`src/rtl/apu_pkg.sv`:
```
// rtl/apu_pkg.sv - shared mode codes and noise LFSR definition for the multi-voice APU
package apu_pkg;
  localparam logic [1:0] MODE_OFF    = 2'd0;
  localparam logic [1:0] MODE_SAW    = 2'd1;
  localparam logic [1:0] MODE_SQUARE = 2'd2;
  localparam logic [1:0] MODE_NOISE  = 2'd3;

  localparam int          LFSR_W    = 13;
  localparam logic [12:0] LFSR_SEED = 13'h0E1F;
  // feedback taps at bits 12, 3, 2 and 0
  localparam logic [12:0] LFSR_TAPS = 13'h100D;

  function automatic logic [LFSR_W-1:0] lfsr_next(input logic [LFSR_W-1:0] cur);
    return {cur[LFSR_W-2:0], ^(cur & LFSR_TAPS)};
  endfunction
endpackage

```
`src/rtl/apu_multi_voice_if.sv`:
```
// rtl/apu_multi_voice_if.sv - voice configuration write port
interface apu_multi_voice_if #(
  parameter int NUM_CH      = 4,
  parameter int PERIOD_BITS = 16,
  parameter int ENV_BITS    = 5
);
  localparam int CH_W = (NUM_CH > 1) ? $clog2(NUM_CH) : 1;

  logic                   cfg_we;
  logic [CH_W-1:0]        cfg_ch;
  logic [PERIOD_BITS-1:0] cfg_period;
  logic [1:0]             cfg_mode;
  logic [ENV_BITS-1:0]    cfg_decay;

  modport master (output cfg_we, cfg_ch, cfg_period, cfg_mode, cfg_decay);
  modport slave  (input  cfg_we, cfg_ch, cfg_period, cfg_mode, cfg_decay);
endinterface

```
`src/rtl/apu_voice.sv`:
```
// rtl/apu_voice.sv - one voice: config, phase oscillator, envelope and sample register
module apu_voice
  import apu_pkg::*;
#(
  parameter int PERIOD_BITS = 16,
  parameter int LOG2_STEP   = 2,
  parameter int PWM_BITS    = 8,
  parameter int ENV_BITS    = 5
) (
  input  logic                   clk,
  input  logic                   reset,
  input  logic                   we,
  input  logic [PERIOD_BITS-1:0] cfg_period,
  input  logic [1:0]             cfg_mode,
  input  logic [ENV_BITS-1:0]    cfg_decay,
  input  logic                   trigger,
  input  logic                   frame_tick,
  input  logic                   lfsr_bit,
  output logic [ENV_BITS-1:0]    env,
  output logic [PWM_BITS-1:0]    sample
);
  localparam logic [PERIOD_BITS:0] STEP = (PERIOD_BITS+1)'(1) << LOG2_STEP;

  logic [PERIOD_BITS-1:0]       period;
  logic [PERIOD_BITS-1:0]       phase;
  logic [1:0]                   mode;
  logic [ENV_BITS-1:0]          decay;
  logic                         sq;
  logic                         noise_bit;
  logic                         wrap;
  logic [PERIOD_BITS:0]         reload;
  logic [PWM_BITS-1:0]          w;
  logic [PWM_BITS+ENV_BITS-1:0] prod;

  assign wrap   = ~|phase[PERIOD_BITS-1:LOG2_STEP];
  assign reload = {1'b0, phase} + {1'b0, period};

  always_ff @(posedge clk) begin
    if (reset) begin
      period <= '0;
      mode   <= MODE_OFF;
      decay  <= '0;
    end else if (we) begin
      period <= cfg_period;
      mode   <= cfg_mode;
      decay  <= cfg_decay;
    end
  end

  // Periods shorter than one step clamp the reload at 0 so the voice wraps every clock
  always_ff @(posedge clk) begin
    if (reset) begin
      phase     <= '0;
      sq        <= 1'b0;
      noise_bit <= 1'b0;
    end else begin
      if (mode != MODE_OFF) begin
        if (wrap) begin
          phase     <= (reload < STEP) ? '0 : PERIOD_BITS'(reload - STEP);
          sq        <= ~sq;
          noise_bit <= lfsr_bit;
        end else begin
          phase <= phase - STEP[PERIOD_BITS-1:0];
        end
      end
      if (trigger) begin
        phase <= '0;
        sq    <= 1'b0;
      end
    end
  end

  always_ff @(posedge clk) begin
    if (reset)           env <= '0;
    else if (trigger)    env <= '1;
    else if (frame_tick) env <= (env > decay) ? env - decay : '0;
  end

  always_comb begin
    w = '0;
    case (mode)
      MODE_SAW:    w = phase[PERIOD_BITS-1 -: PWM_BITS];
      MODE_SQUARE: w = {PWM_BITS{sq}};
      MODE_NOISE:  w = {PWM_BITS{noise_bit}};
      default:     w = '0;
    endcase
  end

  assign prod = {{ENV_BITS{1'b0}}, w} * {{PWM_BITS{1'b0}}, env};

  always_ff @(posedge clk) begin
    if (reset) sample <= '0;
    else       sample <= PWM_BITS'(prod >> ENV_BITS);
  end
endmodule

```
`src/rtl/apu_multi_voice.sv`:
```
// rtl/apu_multi_voice.sv - multi-voice APU top: shared LFSR, voice array, mixer and PWM output
module apu_multi_voice
  import apu_pkg::*;
#(
  parameter int  NUM_CH      = 4,
  parameter int  PERIOD_BITS = 16,
  parameter int  LOG2_STEP   = 2,
  parameter int  PWM_BITS    = 8,
  parameter int  ENV_BITS    = 5,
  localparam int MIX_W       = PWM_BITS + $clog2(NUM_CH)
) (
  input  logic                clk,
  input  logic                reset,
  apu_multi_voice_if.slave    cfg,
  input  logic [NUM_CH-1:0]   trigger,
  input  logic                frame_tick,
  output logic [NUM_CH-1:0]   active,
  output logic [MIX_W-1:0]    mix,
  output logic                sound
);
  localparam int CH_W = (NUM_CH > 1) ? $clog2(NUM_CH) : 1;

  logic [LFSR_W-1:0]   lfsr;
  logic [MIX_W-1:0]    pwm_cnt;
  logic [MIX_W-1:0]    sum;
  logic [ENV_BITS-1:0] env [NUM_CH];
  logic [PWM_BITS-1:0] smp [NUM_CH];

  for (genvar i = 0; i < NUM_CH; i++) begin : g_voice
    apu_voice #(
      .PERIOD_BITS (PERIOD_BITS),
      .LOG2_STEP   (LOG2_STEP),
      .PWM_BITS    (PWM_BITS),
      .ENV_BITS    (ENV_BITS)
    ) u_voice (
      .clk        (clk),
      .reset      (reset),
      .we         (cfg.cfg_we && (cfg.cfg_ch == CH_W'(i))),
      .cfg_period (cfg.cfg_period),
      .cfg_mode   (cfg.cfg_mode),
      .cfg_decay  (cfg.cfg_decay),
      .trigger    (trigger[i]),
      .frame_tick (frame_tick),
      .lfsr_bit   (lfsr[0]),
      .env        (env[i]),
      .sample     (smp[i])
    );
    assign active[i] = |env[i];
  end

  // MIX_W carries $clog2(NUM_CH) guard bits, so the sum cannot overflow
  always_comb begin
    sum = '0;
    for (int i = 0; i < NUM_CH; i++) sum = sum + MIX_W'(smp[i]);
  end

  always_ff @(posedge clk) begin
    if (reset) begin
      lfsr    <= LFSR_SEED;
      pwm_cnt <= '0;
      mix     <= '0;
      sound   <= 1'b0;
    end else begin
      lfsr    <= lfsr_next(lfsr);
      pwm_cnt <= pwm_cnt + MIX_W'(1);
      mix     <= sum;
      sound   <= (pwm_cnt < mix);
    end
  end
endmodule
```
`src/flat_wrapper.sv`:
```
// flat-port wrapper written by rule: the top's interface ports become plain ports
module apu_multi_voice_flat import apu_pkg::*;
#(
  parameter int  NUM_CH      = 4,
  parameter int  PERIOD_BITS = 16,
  parameter int  LOG2_STEP   = 2,
  parameter int  PWM_BITS    = 8,
  parameter int  ENV_BITS    = 5,
  localparam int MIX_W       = PWM_BITS + $clog2(NUM_CH)
)
  (clk, reset, trigger, frame_tick, active, mix, sound, cfg_cfg_we, cfg_cfg_ch, cfg_cfg_period, cfg_cfg_mode, cfg_cfg_decay);
  apu_multi_voice_if #(.NUM_CH(NUM_CH), .PERIOD_BITS(PERIOD_BITS), .ENV_BITS(ENV_BITS)) cfg_i ();
  input  logic clk;
  input  logic reset;
  input  logic [NUM_CH-1:0] trigger;
  input  logic frame_tick;
  output logic [NUM_CH-1:0] active;
  output logic [MIX_W-1:0] mix;
  output logic sound;
  input wire logic [$bits(cfg_i.cfg_we)-1:0] cfg_cfg_we;
  input wire logic [$bits(cfg_i.cfg_ch)-1:0] cfg_cfg_ch;
  input wire logic [$bits(cfg_i.cfg_period)-1:0] cfg_cfg_period;
  input wire logic [$bits(cfg_i.cfg_mode)-1:0] cfg_cfg_mode;
  input wire logic [$bits(cfg_i.cfg_decay)-1:0] cfg_cfg_decay;
  assign cfg_i.cfg_we = cfg_cfg_we;
  assign cfg_i.cfg_ch = cfg_cfg_ch;
  assign cfg_i.cfg_period = cfg_cfg_period;
  assign cfg_i.cfg_mode = cfg_cfg_mode;
  assign cfg_i.cfg_decay = cfg_cfg_decay;
  apu_multi_voice #(.NUM_CH(NUM_CH), .PERIOD_BITS(PERIOD_BITS), .LOG2_STEP(LOG2_STEP), .PWM_BITS(PWM_BITS), .ENV_BITS(ENV_BITS)) u_core (.clk(clk), .reset(reset), .cfg(cfg_i), .trigger(trigger), .frame_tick(frame_tick), .active(active), .mix(mix), .sound(sound));
endmodule
```
`config.mk`:
```
export PLATFORM = sky130hd
export DESIGN_NAME = apu_multi_voice_flat
export DESIGN_NICKNAME = d
export VERILOG_FILES = /design/src/rtl/apu_pkg.sv /design/src/rtl/apu_multi_voice_if.sv /design/src/rtl/apu_voice.sv /design/src/rtl/apu_multi_voice.sv /design/src/flat_wrapper.sv
export SDC_FILE = /design/constraint.sdc
export NUM_CORES = 1
export LEC_CHECK = 0
export BUFFER_PORTS_ARGS = -buffer_cell sky130_fd_sc_hd__buf_2
export CAP_MARGIN = 20
export CORE_MARGIN = 2
export CORE_UTILIZATION = 45
export CTS_BUF_LIST = sky130_fd_sc_hd__clkbuf_16
export DETAILED_ROUTE_END_ITERATION = 16
export PLACE_DENSITY_LB_ADDON = 0.2
export SYNTH_ARGS = -nofsm -noshare
export SYNTH_HDL_FRONTEND = slang
export SYNTH_SLANG_ARGS = --single-unit
export TNS_END_PERCENT = 1
```
`constraint.sdc`:
```
create_clock -name clk -period 12.4 [get_ports clk]
set_input_delay 3.72 -clock clk [delete_from_list [all_inputs] [get_ports clk]]
set_output_delay 3.72 -clock clk [all_outputs]
set_load 0.005 [all_outputs]
```
[After elaboration in Yosys (flattened, before gate mapping)]
Cells that the tools add are included.
Word-level totals
  register bits: 250
  bits of input ports: 33
  output and inout port bits: 15
  word-level logic and storage cells: 146
Cells by class
  add/sub/neg operators: 20
  multipliers: 4
  order comparisons: 9
  eq/ne operators: 15
  multiplexer cells: 24
  bitwise gates (word level): 8
  reductions and logical operators: 30
Operator list (number)
  2-to-1 mux 16 bit: 8
  subtractor 16 x 3 -> 16 bit, second input constant: 8
  case mux 8 bit (3 select lines): 4
  adder 16 x 16 -> 17 bit: 4
  less-than comparator 17 x 3 -> 1 bit, second input constant: 4
  2-to-1 mux 5 bit: 12
  OR reduction 14 bit: 4
  multiplier 8 x 5 -> 13 bit: 4
  adder 10 x 8 -> 10 bit: 2
  equality test 2 bit, second input constant: 10
  greater-than comparator 5 bit: 4
  OR reduction 5 bit: 4
  subtractor 5 bit: 4
  nonzero test 2 bit: 8
  XOR reduction 13 bit: 1
  adder 10 x 1 -> 10 bit, second input constant: 1
  equality test 2 x 1 -> 1 bit, second input constant: 5
  less-than comparator 10 bit: 1
  adder 8 x 8 -> 9 bit: 1
  NOT 1 bit: 8
  AND reduction 2 bit: 4
  OR reduction 2 bit: 4
  logical AND 1 bit: 4
  zero test 2 bit: 1

[Depth between registers and ports, before layout]
  depth in word-level cells: 4
  mapped depth: 19
  depth with buffers taken out: 18

[Hierarchy]
A second synthesis with hierarchy kept.
Unflattened totals
  cells, all modules: 2490
  area total of the unflattened synthesis: 20810.0 sq um
By module, submodules not included
  apu_voice (u_core.g_voice[3].u_voice): instances 1, cells each 580, area an instance 4812.1 sq um, seq. area each 1081.0 sq um
  apu_voice (u_core.g_voice[0].u_voice): instances 1, cells each 571, area an instance 4724.5 sq um, seq. area each 1081.0 sq um
  apu_voice (u_core.g_voice[2].u_voice): instances 1, cells each 566, area an instance 4672.0 sq um, seq. area each 1081.0 sq um
  apu_voice (u_core.g_voice[1].u_voice): instances 1, cells each 542, area an instance 4504.3 sq um, seq. area each 1081.0 sq um
  apu_multi_voice: instances 1, cells each 231, area an instance 2097.0 sq um, seq. area each 680.7 sq um

[Worst setup path after synthesis]
No wires, ideal clock.
  kind: input port to flip-flop
  start: input cfg_cfg_ch[1]
  end: register u_core.g_voice[0].u_voice.period[10]
  setup time: 132 ps
  arrival: 4624 ps
  required time: 12268 ps
  setup slack: 7644 ps
  stages: 5
  path buffers: 2
  cell sequence: or3b_2 clkbuf_1 clkbuf_1 nand2_1 a21oi_1
Between the ends
  word-level cells in the longest chain between the ends: 2
Ends and longest elaborated chain
  start, declared: RTL line flat_wrapper.sv:21  | input wire logic [$bits(cfg_i.cfg_ch)-1:0] cfg_cfg_ch;
  zero test 2 bit: RTL line apu_multi_voice.sv:38  | .we (cfg.cfg_we && (cfg.cfg_ch == CH_W'(i))),
  logical AND 1 bit: RTL line apu_multi_voice.sv:38
  end signal, assigned: RTL line apu_voice.sv:44  | period <= cfg_period;
  end, declared: RTL line apu_voice.sv:24  | logic [PERIOD_BITS-1:0] period;
Every way passes these cells.
A chain may end at the register's enable or synchronous reset.

[Final worst setup path]
  start: input reset
  end: register u_core.g_voice[1].u_voice.phase[2]
Between the ends
  word-level cells in the longest chain between the ends: 1
Ends and longest elaborated chain
  start, declared: RTL line flat_wrapper.sv:14  | input logic reset;
  OR reduction 2 bit (no line)
  end signal, assigned: RTL line apu_voice.sv:59  | phase <= (reload < STEP) ? '0 : PERIOD_BITS'(reload - STEP);
  end signal, assigned: RTL line apu_voice.sv:63  | phase <= phase - STEP[PERIOD_BITS-1:0];
  end, declared: RTL line apu_voice.sv:25  | logic [PERIOD_BITS-1:0] phase;
Every way passes these cells.

==> results.json <==
{
  "outcome": "complete, no violations",
  "synthFlopType": "dfxtp_1",
  "synth.area.top_cells": "dfxtp_1, ha_1, fa_1",
  "power_density_nw_per_um2": 99.63,
  "min_period_ps": 5617,
  "antenna_found_initial": 0,
  "cp.arrival_ps": 6060,
  "hold_viol_final": 0,
  "vias_per_cell": 5.644,
  "rrSetupSlack_ps": 7140,
  "gp_congestion": 0.8780,
  "postCtsSetupRepairBufs": 0,
  "dp.cells": 3183,
  "grt_overflow": 0,
  "pin_count": 48,
  "hold_start": "u_core.lfsr[1]$_SDFF_PP1_",
  "initial_utilization_pct": 45.68,
  "first_iter_violations": 1346,
  "wire_per_inst_um": 17.01,
  "grt_pass1_vias": 17480,
  "yosysMostFrequentCell": "nand2_1",
  "clk_pin_slew_ps": 60,
  "htree_levels": 1,
  "leakage_nw": 9.908,
  "finalCritPeriodShare_pct": 45.30,
  "worstReg2RegStart": "u_core.g_voice[2].u_voice.mode[0]$_SDFFE_PP0P_",
  "synth_cell_types": 79,
  "maxCapViolCount": 0,
  "r2r-end": "u_core.g_voice[2].u_voice.sample[7]$_SDFF_PP0_",
  "clk_path_buf_depth": 3,
  "io_buffer_count": 47,
  "firstDrtPassIters": 6,
  "drive_above_1_share_pct": 5.615,
  "nets": 2928,
  "core_sq_um": 45480,
  "numCtsBuffers": 29,
  "post_cts_resized": 0,
  "worst-r2r-cell-count": 17,
  "worstSkewPairLatency_ps": 560,
  "crit_fanout": 77,
  "clock_skew_ps": 10.73,
  "die_area_sq_um": 47900,
  "hold_path.class": "flip-flop to flip-flop",
  "ys_seq_area_share_pct": 24.09,
  "setup_violations": 0,
  "syn-instance-count": 2646,
  "drc": 0,
  "dp_hpwl_mm": 42.31,
  "postCtsHoldBufs": 0,
  "wl_mm": 55.04,
  "rows": 78,
  "slew_viol_final": 0,
  "required_ps": 12840,
  "tightestPinTransition_ps": 1133,
  "worstSetupStartpointType": "input port",
  "synth_enable_flop_cells": 0,
  "num_antenna_cells": 0,
  "nFillCells": 4526,
  "tns_ps": 0,
  "grt_usage_pct": 23.17,
  "die_h_um": 218.9,
  "synth_warnings": 0,
  "yosysTopAreaCell": "dfxtp_1",
  "slew_headroom_pct": 24.23,
  "tritoncts": "built",
  "die_w_um": 218.9,
  "holdWs_ps": 408.8,
  "hold_end": "u_core.lfsr[2]$_SDFF_PP1_",
  "critPathKind": "input port to flip-flop",
  "hold_path_depth": 1,
  "ir_drop_mv": 0.1066,
  "antenna_left": 0,
  "synth_fp_nets": 2959,
  "finalNonFillerCells": 3236,
  "vias": 18260,
  "clock-sinks": 250,
  "grt_max_degree": 78,
  "grt_pass1_wl_mm": 90.01,
  "syn_to_final_growth_pct": 7.571,
  "synth-seq-cells": 250,
  "async_reset_ff_share_pct": 0,
  "grt_setup_unrepaired": "false",
  "cp-end-kind": "flip-flop",
  "synth_common_cells": "nand2_1, a21oi_1, dfxtp_1, inv_1, ha_1",
  "synth.avg_cell_area_sq_um": 7.851,
  "yosysTopAreaCellShare_pct": 24.09,
  "fmax_ghz": 0.1780,
  "root_buffer": "clkbuf_16",
  "syn-cell-area_sq_um": 20770
}
-- final cells by class --
cell class                 instances  area, sq um  share of cell area, %
multi-input combinational       2065        14510                  64.92
sequential                       250         5005                  22.40
inverter                         209        784.5                  3.511
tap                              600        750.7                  3.359
clock buffer                      29        725.7                  3.247
timing repair buffer              60        344.1                  1.540
clock inverter                    23        230.2                  1.030
-- layer usage --
layer  wire length, um  global-route usage [%]
met5                 0                       0
met3              2305                   2.426
met4              2527                   9.707
met1             25290                   31.02
met2             24910                   38.06
-- cells in the final DEF (no fill, tap or decap), types with 46 or more instances in the layout --
cell	instances
fa_1	86
nand3_1	71
xor2_1	68
nand2_1	326
buf_2	46
dfxtp_1	250
nor2b_1	79
nor2_1	174
inv_1	209
o21ai_0	99
a21oi_1	277
and2_1	46
ha_1	194
xnor2_1	85
nor3_1	61
a21o_1	75
-- flip-flops by register name (all words and copies together) (netlist names) --
name,count
u_core.g_voice.u_voice.env,20
u_core.sound,1
u_core.g_voice.u_voice.decay,20
u_core.g_voice.u_voice.period,64
u_core.g_voice.u_voice.noise_bit,4
u_core.pwm_cnt,10
u_core.mix,10
u_core.g_voice.u_voice.sample,32
u_core.g_voice.u_voice.phase,64
u_core.g_voice.u_voice.mode,8
u_core.lfsr,13
u_core.g_voice.u_voice.sq,4
-- how the worst max path moves through the flow --
stage,start,endpoint,cells past startpoint
floorplan,cfg_cfg_ch[1],u_core.g_voice[0].u_voice.period[10]$_SDFFE_PP0P_,5
global placement,reset,u_core.g_voice[1].u_voice.phase[2]$_SDFFE_PP0N_,6
detailed placement,reset,u_core.g_voice[1].u_voice.phase[2]$_SDFFE_PP0N_,6
CTS,reset,u_core.g_voice[1].u_voice.phase[2]$_SDFFE_PP0N_,6
global route,reset,u_core.g_voice[1].u_voice.phase[2]$_SDFFE_PP0N_,6
finish,reset,u_core.g_voice[1].u_voice.phase[2]$_SDFFE_PP0N_,6
-- stage by stage --
| stage | utilization (%) | area, sq um | power, W | setup WS [ps] |
|---|---|---|---|---|
| 6_report | 49.14 | 22350 | 0.002226 | 6783 |
| 5_1_grt | 49.14 | 22350 | 0.002335 | 6614 |
| 3_5_place_dp | 47.01 | 21380 | 0.001368 | 6225 |
| 4_1_cts | 49.11 | 22330 | 0.002236 | 6806 |
| 2_1_floorplan | - | 20770 | 0.001244 | 7644 |
| 3_3_place_gp | 46.97 | 21360 | 0.001353 | 6285 |
-- worst max-delay path, cell delays in order --
cell and delay [ps]:
buf_6 440, buf_4 590, buf_4 610, or2_2 330
nor3_1 80, a32o_1 220
-- power breakdown --
group	internal, W	total (W)	switching (W)
Clock	0.000510	0.000869	0.000360
Combinational	0.000188	0.000481	0.000293
Sequential	0.000831	0.000876	0.0000453
-- cell families after synthesis --
group	Yosys count	synth area share (%)
and+or+nand+nor	947	22.25
adders and majority gates	280	19.97
buffers and inverters	331	6.101
xor gates and xnor gates	153	6.451
DFF	250	24.09
AOI/OAI and AO/OA	667	20.23
muxes	18	0.9095
(Power assumes the default switching activity.)
